$ cat src/rtl/stochastic_pkg.sv
// Shared constants and FSM state encoding for the stochastic processor slice scheduler.
package stochastic_pkg;

   localparam int unsigned CT_MOD     = 1024;
   localparam int unsigned PT_MOD     = 256;
   localparam int unsigned STREAM_LEN = 1024;

   localparam int unsigned PT_W = $clog2(PT_MOD);
   localparam int unsigned CT_W = $clog2(CT_MOD);

   // Two full stream lengths is well beyond a healthy slice run.
   localparam int unsigned DEFAULT_TIMEOUT_CYCLES = 2 * STREAM_LEN;

   typedef enum logic [2:0] {
      StIdle,
      StStart,
      StRun,
      StSettle,
      StResp
   } sched_state_e;

endpackage

$ cat src/rtl/rr_arbiter.sv
// Combinational round-robin arbiter: first asserted request at or above ptr, wrapping around.
module rr_arbiter #(
   parameter int unsigned NUM_REQ = 4,
   parameter int unsigned ID_W    = 2
) (
   input  logic [NUM_REQ-1:0] req,
   input  logic [ID_W-1:0]    ptr,
   output logic [NUM_REQ-1:0] grant,
   output logic [ID_W-1:0]    grant_idx
);

   logic        found;
   int unsigned idx;

   always_comb begin
      grant     = '0;
      grant_idx = '0;
      found     = 1'b0;
      idx       = 0;
      for (int unsigned k = 0; k < NUM_REQ; k++) begin
         idx = (32'(ptr) + k) % NUM_REQ;
         if (!found && req[idx]) begin
            found      = 1'b1;
            grant[idx] = 1'b1;
            grant_idx  = ID_W'(idx);
         end
      end
   end

endmodule

$ cat src/rtl/stochastic_slice_scheduler.sv
// Round-robin scheduler sharing one stochastic slice between NUM_REQ pixel requesters.
// Optional RUN watchdog with timeout_err output: define STOCH_SLICE_TIMEOUT_EN.
module stochastic_slice_scheduler
   import stochastic_pkg::*;
#(
   parameter int unsigned NUM_REQ       = 4,
   parameter int unsigned ID_W          = 2,
   parameter int unsigned SETTLE_CYCLES = 2
`ifdef STOCH_SLICE_TIMEOUT_EN
   , parameter int unsigned TIMEOUT_CYCLES = DEFAULT_TIMEOUT_CYCLES
`endif
) (
   input  logic                   clk,
   input  logic                   rst_n,
   input  logic [NUM_REQ-1:0]     req_valid,
   output logic [NUM_REQ-1:0]     req_ready,
   input  logic [NUM_REQ*PT_W-1:0] req_byte1,
   input  logic [NUM_REQ*CT_W-1:0] req_key1,
   input  logic [NUM_REQ*PT_W-1:0] req_byte2,
   input  logic [NUM_REQ*CT_W-1:0] req_key2,
   output logic                   slice_start,
   output logic [PT_W-1:0]        slice_byte1,
   output logic [CT_W-1:0]        slice_key1,
   output logic [PT_W-1:0]        slice_byte2,
   output logic [CT_W-1:0]        slice_key2,
   input  logic                   slice_done,
   input  logic [PT_W-1:0]        slice_res,
   output logic                   out_valid,
   input  logic                   out_ready,
   output logic [PT_W-1:0]        out_data,
   output logic [ID_W-1:0]        out_id,
   output logic                   busy
`ifdef STOCH_SLICE_TIMEOUT_EN
   , output logic                 timeout_err
`endif
);

   sched_state_e state_q, state_d;

   logic [ID_W-1:0]    rr_ptr_q;
   logic [ID_W-1:0]    owner_q;
   logic [NUM_REQ-1:0] grant;
   logic [ID_W-1:0]    grant_idx;
   logic               accept;
   logic               armed_q;
   logic [3:0]         settle_q;
   logic               done_seen;
   logic               timed_out;

   rr_arbiter #(
      .NUM_REQ (NUM_REQ),
      .ID_W    (ID_W)
   ) u_arb (
      .req       (req_valid),
      .ptr       (rr_ptr_q),
      .grant     (grant),
      .grant_idx (grant_idx)
   );

   assign accept    = (state_q == StIdle) && (|req_valid);
   // A done level only counts once the slice has been seen low after this run's start.
   assign done_seen = slice_done && armed_q;

`ifdef STOCH_SLICE_TIMEOUT_EN
   localparam int unsigned TCNT_W = $clog2(TIMEOUT_CYCLES + 1);
   logic [TCNT_W-1:0] tcnt_q;
   logic              terr_q;
   assign timed_out   = (tcnt_q == TCNT_W'(TIMEOUT_CYCLES - 1));
   assign timeout_err = terr_q;
`else
   assign timed_out = 1'b0;
`endif

   always_ff @(posedge clk or negedge rst_n) begin
      if (!rst_n) state_q <= StIdle;
      else        state_q <= state_d;
   end

   always_comb begin
      state_d = state_q;
      case (state_q)
         StIdle:   if (accept) state_d = StStart;
         StStart:  state_d = StRun;
         StRun:    if (done_seen) state_d = StSettle;
                   else if (timed_out) state_d = StResp;
         StSettle: if (settle_q == 4'd0) state_d = StResp;
         StResp:   if (out_ready) state_d = StIdle;
         default:  state_d = StIdle;
      endcase
   end

   always_comb begin
      req_ready   = (state_q == StIdle) ? grant : '0;
      slice_start = (state_q == StStart);
      out_valid   = (state_q == StResp);
      busy        = (state_q != StIdle);
   end

   always_ff @(posedge clk or negedge rst_n) begin
      if (!rst_n) begin
         rr_ptr_q    <= '0;
         owner_q     <= '0;
         armed_q     <= 1'b0;
         settle_q    <= '0;
         slice_byte1 <= '0;
         slice_key1  <= '0;
         slice_byte2 <= '0;
         slice_key2  <= '0;
         out_data    <= '0;
         out_id      <= '0;
`ifdef STOCH_SLICE_TIMEOUT_EN
         tcnt_q      <= '0;
         terr_q      <= 1'b0;
`endif
      end else begin
         case (state_q)
            StIdle: begin
               if (accept) begin
                  slice_byte1 <= req_byte1[grant_idx*PT_W +: PT_W];
                  slice_key1  <= req_key1[grant_idx*CT_W +: CT_W];
                  slice_byte2 <= req_byte2[grant_idx*PT_W +: PT_W];
                  slice_key2  <= req_key2[grant_idx*CT_W +: CT_W];
                  owner_q     <= grant_idx;
                  rr_ptr_q    <= (grant_idx == ID_W'(NUM_REQ - 1)) ? '0 : grant_idx + 1'b1;
               end
            end
            StStart: begin
               armed_q <= 1'b0;
`ifdef STOCH_SLICE_TIMEOUT_EN
               tcnt_q  <= '0;
               terr_q  <= 1'b0;
`endif
            end
            StRun: begin
               if (!slice_done) armed_q <= 1'b1;
               if (done_seen) begin
                  settle_q <= 4'(SETTLE_CYCLES);
               end else if (timed_out) begin
                  out_data <= '0;
                  out_id   <= owner_q;
               end
`ifdef STOCH_SLICE_TIMEOUT_EN
               tcnt_q <= tcnt_q + 1'b1;
               if (!done_seen && timed_out) terr_q <= 1'b1;
`endif
            end
            StSettle: begin
               if (settle_q == 4'd0) begin
                  out_data <= slice_res;
                  out_id   <= owner_q;
               end else begin
                  settle_q <= settle_q - 4'd1;
               end
            end
            default: ;
         endcase
      end
   end

endmodule

$ cat config.mk
export PLATFORM = sky130hd
export DESIGN_NAME = stochastic_slice_scheduler
export DESIGN_NICKNAME = d
export VERILOG_FILES = /design/src/rtl/stochastic_pkg.sv /design/src/rtl/rr_arbiter.sv /design/src/rtl/stochastic_slice_scheduler.sv
export SDC_FILE = /design/constraint.sdc
export NUM_CORES = 1
export LEC_CHECK = 0
export CAP_MARGIN = 15
export CORE_ASPECT_RATIO = 1.4
export CORE_MARGIN = 2
export CORE_UTILIZATION = 39
export DETAILED_ROUTE_END_ITERATION = 6
export PLACE_DENSITY = 0.91
export SLEW_MARGIN = 5
export SYNTH_ARGS = -nofsm -noshare
export SYNTH_HDL_FRONTEND = slang
export SYNTH_HIERARCHICAL = 1
export SYNTH_SLANG_ARGS = --single-unit
$ cat constraint.sdc
create_clock -name clk -period 4.2 [get_ports clk]
set_input_delay 0.84 -clock clk [delete_from_list [all_inputs] [get_ports clk]]
set_output_delay 0.84 -clock clk [all_outputs]
set_load 0.02 [all_outputs]
**After elaboration in Yosys (flattened, before gate mapping)**

Index checks and enable logic that the tools add are counted.

- Register bits after elaboration: 58
- Input bits: 160
- Logic and storage cells: 105

- Add/sub/neg operators: 5
- Multiply operators: 1
- $lt $le $gt $ge: 8
- Equality and inequality tests: 11
- Shift operators: 4
- Muxes and demuxes: 39
- Bitwise operators: 3
- Reduce and logical (&&, ||, !) cells: 23

Operators with widths:

| operator | number |
|---|---|
| variable part select 40 x 7 -> 10 bit | 2 |
| variable part select 32 x 6 -> 8 bit | 2 |
| two-way mux 4 bit | 7 |
| one-hot mux 3 bit (5 select lines) | 1 |
| less-than comparator 2 x 3 -> 1 bit (second input constant) | 4 |
| two-way mux 1 bit | 12 |
| two-way mux 3 bit | 4 |
| OR 4 bit | 3 |
| two-way mux 2 bit | 5 |
| != test 2 bit (second input constant) | 5 |
| logical AND 1 bit | 9 |
| binary-select mux 1 bit (select 2 bit) | 4 |
| demux 1 bit (select 2 bit) | 4 |
| greater-or-equal comparator 2 x 1 -> 1 bit (second input constant) | 4 |
| one-hot mux 4 bit (2 select lines) | 1 |
| equality test 3 x 2 -> 1 bit (second input constant) | 2 |
| AND reduction 2 bit | 3 |
| multiplier 2 x 3 -> 5 bit (second input constant) | 1 |
| adder 2 x 1 -> 2 bit (second input constant) | 2 |
| adder 2 bit (second input constant) | 2 |
| logical NOT 4 bit | 1 |
| AND reduction 4 bit | 1 |
| nonzero test 2 bit | 2 |
| OR reduction 4 bit | 1 |
| other kinds (10) | 12 |

**Longest topological paths before layout**

- Depth in word-level cells: 14
- Depth in mapped cells: 12
- Depth with buffers taken out: 9

**Modules after synthesis**

The synthesis kept the hierarchy.

Modules (own cells, without submodules):

| module | times used | cells each | area an instance (um2) | seq. area each (um2) |
|---|---|---|---|---|
| stochastic_slice_scheduler | 1 | 207 | 3289.4 | 1451.4 |
| rr_arbiter | 1 | 65 | 489.2 | 0.0 |

**Least setup slack after synthesis**

Ideal clock, no wire load.

- Path type: register to register
- Start point: register rr_ptr_q[0]
- End point: register slice_byte2[3]
- Library setup time: 125 ps
- Arrival: 3012 ps
- Slack: 1063 ps
- Stages on the path, launching flop included: 12
- Buffers on the path: 4
- Clock period less this slack: 3137 ps
- Cell sequence: dfrtp_1 buf_6 buf_2 inv_1 ha_1 o21ai_0 o31ai_1 o31a_1 buf_6 buf_6 mux4_2 mux2_2

- Cells in the longest elaborated chain, start to end: 13

RTL lines:

| element | line | source |
|---|---|---|
| start, declared | stochastic_slice_scheduler.sv:40 | `logic [ID_W-1:0] rr_ptr_q;` |
| start signal, assigned | stochastic_slice_scheduler.sv:124 | `rr_ptr_q <= (grant_idx == ID_W'(NUM_REQ - 1)) ? '0 : grant_idx + 1'b1;` |
| branches (longest 11 deep; another with adder 2 x 1 -> 2 bit) | n/a |  |
| two-way mux 2 bit (*) | rr_arbiter.sv:22 | `if (!found && req[idx]) begin` |
| net grant_idx[0] | stochastic_slice_scheduler.sv:43 | `logic [ID_W-1:0] grant_idx;` |
| variable part select 32 x 6 -> 8 bit (*) | stochastic_slice_scheduler.sv:121 | `slice_byte2 <= req_byte2[grant_idx*PT_W +: PT_W];` |
| end signal, assigned | stochastic_slice_scheduler.sv:121 |  |
| end, declared | stochastic_slice_scheduler.sv:24 | `output logic [PT_W-1:0] slice_byte2,` |

Mark *: on every way through the listed nets, which the timed path passes. The select of a mux whose other input is x is not followed.
A chain may end at the register's enable or synchronous reset.

**Final worst setup path**

- Start point: input port req_valid[1]
- End point: output port req_ready[0]

- Cells in the longest elaborated chain, start to end: 13

RTL lines:

| element | line | source |
|---|---|---|
| start, declared | stochastic_slice_scheduler.sv:15 | `input logic [NUM_REQ-1:0] req_valid,` |
| binary-select mux 1 bit (select 2 bit) | rr_arbiter.sv:22 |  |
| two-way mux 1 bit (not written as such) | rr_arbiter.sv:22 |  |
| two-way mux 1 bit | rr_arbiter.sv:22 |  |
| logical NOT 1 bit | rr_arbiter.sv:22 |  |
| logical AND 1 bit | rr_arbiter.sv:22 |  |
| two-way mux 1 bit | rr_arbiter.sv:22 |  |
| logical NOT 1 bit | rr_arbiter.sv:22 |  |
| logical AND 1 bit | rr_arbiter.sv:22 |  |
| two-way mux 1 bit | rr_arbiter.sv:22 |  |
| logical NOT 1 bit | rr_arbiter.sv:22 |  |
| logical AND 1 bit | rr_arbiter.sv:22 |  |
| two-way mux 4 bit (*) | rr_arbiter.sv:22 |  |
| net grant[0] | stochastic_slice_scheduler.sv:42 | `logic [NUM_REQ-1:0] grant;` |
| two-way mux 4 bit (*) | stochastic_slice_scheduler.sv:93 | `req_ready = (state_q == StIdle) ? grant : '0;` |
| end, declared | stochastic_slice_scheduler.sv:16 | `output logic [NUM_REQ-1:0] req_ready,` |

The timed path passes the listed nets; every way through them passes the cells marked *. The select of a mux whose other input is x is not followed.

==> qor.csv <==
metric,value,unit
crit_required,3360,ps
dp_hpwl,9.104,mm
rsz0062_at_grt,no,
antennaDiodeCount,0,
route.final.wire_length,11.55,mm
dpl-instance-area,6013,um2
clkSinkCount,58,
cts-resized-gates,0,
cp_cell_sequence,"clkdlybuf4s50_1, buf_4, nor3b_1, o21ai_0, o31ai_1, buf_4, a221o_2, and2_1, clkdlybuf4s50_1",
drt_pass1_iterations,4,
final_nets,652,
root_buffer,clkbuf_16,
crit_type,in2out,
power_density,734.1,nW/um2
ys_ff_latch,58,
grt_pass1_vias,3471,
n_fill_cell,693,
p_leak,2.519,nW
cp.arrival,3200,ps
multi_input_area,2162,um2
max_stage_delay,600,ps
start_util,0.3995,
drc,0,
grt_usage,0.2172,
cp-start-kind,primary input,
path_max_fanout,7,
power,4.649,mW
utilization,0.6696,
cts_tree,yes,
antenna_found_initial,0,
clock_insertion_delay_worst_skew,330,ps
peakVddDrop,0.0003912,V
tns,0,ps
synthArstFlopShare,1.000,
cp_slowest_cell,clkdlybuf4s50_1,
tightestPinTransition,952.8,ps
hold_path_class,reg2reg,
grt_pass1_wl,17.36,mm
setup_viol,0,
drive_gt1_frac,0.2658,
io_buffers,212,
gp_congestion,0.8228,
grt_overflow,0,
crit_buf_inv,4,
vias_per_cell,5.427,
clk_path_buf_depth,2,
period_share,0.9615,
slew_headroom,0.3648,
rows,42,
hold_viol,0,
design_area,6334,um2
maxSlewViolCount,0,
die_w,87.19,um
post_cts_buffers,0,
cap_viol_max_count,0,
dieArea,10500,um2
fin_crit,4038,ps
avgSynthCellArea,13.89,um2
area_growth,67.62,%
die_h,120.5,um
worst_hold_slack,483.1,ps
num_io_pins,213,
ys_warn_count,6,
wire_per_inst,19.28,um
netlist_instances,272,
ys_types,45,
crit_family,buffers and inverters,
grt_max_degree,41,
synth_nets,440,
status,completed,
synth_area,3779,um2
h-tree-depth,3,
ant_nets,0,
core-area,9459,um2
fin_worst_skew,7.907,ps
vias,3251,
numCtsBuffers,9,
crit_path_end_kind,primary output,
max_freq,247.6,MHz
regArea,1451,um2
seq_area_frac_synth,0.3841,
synth_ff_type,dfrtp_1,
drt_iter0_markers,88,
ctsHoldBuffers,0,
clkSlewWorstSetupHoldPaths,50,ps
synth_edf_count,0,
cell usage in the layout, fill, tap and decap left out, types with 2 or more instances in the layout:
master / synthesis / routed
and2_1: 5 / 5
nor2_1: 6 / 6
mux2i_1: 3 / 3
dfrtp_1: 58 / 58
nand2_1: 12 / 12
nor3_1: 2 / 2
mux2_2: 40 / 40
buf_4: 4 / 10
a211oi_1: 4 / 4
and3b_1: 3 / 3
clkbuf_16: 0 / 9
inv_1: 8 / 8
nand2b_1: 3 / 3
ha_1: 8 / 8
a31oi_1: 3 / 2
mux2_4: 9 / 9
bufinv_16: 0 / 2
nor3b_1: 4 / 4
a32o_1: 2 / 2
nand3_1: 2 / 2
o21ai_0: 11 / 11
buf_12: 0 / 2
mux2_1: 2 / 2
clkinv_2: 0 / 2
clkdlybuf4s50_1: 0 / 211
a21oi_1: 2 / 2
a221o_2: 4 / 4
mux4_2: 39 / 39
or3_1: 2 / 2
flip-flops by register name (all words and copies together) (netlist names):
register / flops
slice_key1: 10
slice_key2: 10
out_data: 8
slice_byte1: 8
slice_byte2: 8
settle_q: 4
state_q: 3
out_id: 2
owner_q: 2
rr_ptr_q: 2
armed_q: 1
cells in the mapped netlist (3+ instances only):
cell	count	share of area
a31oi_1	3	0.0050
mux2_4	9	0.036
nor2_1	6	0.0060
mux2i_1	3	0.0079
clkbuf_1	3	0.0030
ha_1	8	0.026
buf_6	5	0.015
mux2_2	40	0.12
dfrtp_1	58	0.38
inv_1	8	0.0079
nand2b_1	3	0.0050
o21ai_0	11	0.015
a221o_2	4	0.012
buf_4	4	0.0079
clkbuf_2	4	0.0053
nand2_1	12	0.012
a211oi_1	4	0.0079
nor3b_1	4	0.0079
mux4_2	39	0.23
and3b_1	3	0.0070
buf_2	7	0.0093
and2_1	5	0.0083
where the power goes:
group | internal (mW) | leakage (nW) | total [mW] | switching [mW]
Sequential | 0.836 | 0.697 | 0.998 | 0.161
Combinational | 1.60 | 1.67 | 2.88 | 1.28
Clock | 0.532 | 0.156 | 0.775 | 0.243
Total | 2.97 | 2.52 | 4.65 | 1.68
final timing paths:
| path | cells past startpoint | endpoint | startpoint | slack (ps) |
|---|---|---|---|---|
| worst min register to register | 1 | slice_key2[3] | slice_key2[3] | 480 |
| worst max register to register | 10 | slice_key2[2] | rr_ptr_q[0] | 1190 |
| worst max-delay path | 9 | req_ready[0] | req_valid[1] | 160 |
| max in group asynchronous | 2 | slice_byte1[2] | rst_n | 2830 |
| worst min-delay path | 1 | slice_key2[3] | slice_key2[3] | 480 |
| min in group asynchronous | 1 | out_data[1] | rst_n | 540 |
kinds of logic after synthesis:
logic type | synth area share
mux | 0.4013
compound gates | 0.06490
flops | 0.3841
fa+ha+maj | 0.02649
buf+inv | 0.04834
simple gates | 0.07484
per-layer routing:
metal | GRT usage | vias up | wire length [um]
li1 | - | 1470 | -
met4 | 0.09519 | 0 | 389
met3 | 0.06280 | 28 | 1016
met1 | 0.2172 | 1597 | 3792
met5 | 0 | - | 0
met2 | 0.4051 | 156 | 6351
final cells by class:
type / instances / area share
tap: 110 / 0.02173
clock inverter: 5 / 0.01225
inverter: 8 / 0.004741
sequential: 58 / 0.2292
timing repair buffer: 224 / 0.3524
clock buffer: 11 / 0.03832
multi-input combinational: 183 / 0.3414
metrics by stage:
step                      setup WS, ps  std cells
final                            161.9        599
after global routing             30.30        599
after CTS                        199.0        599
after detailed placement         184.0        583
after global placement           269.0        583
after floorplan                   1063        272
Note: power is estimated with default switching activity, not from simulation.
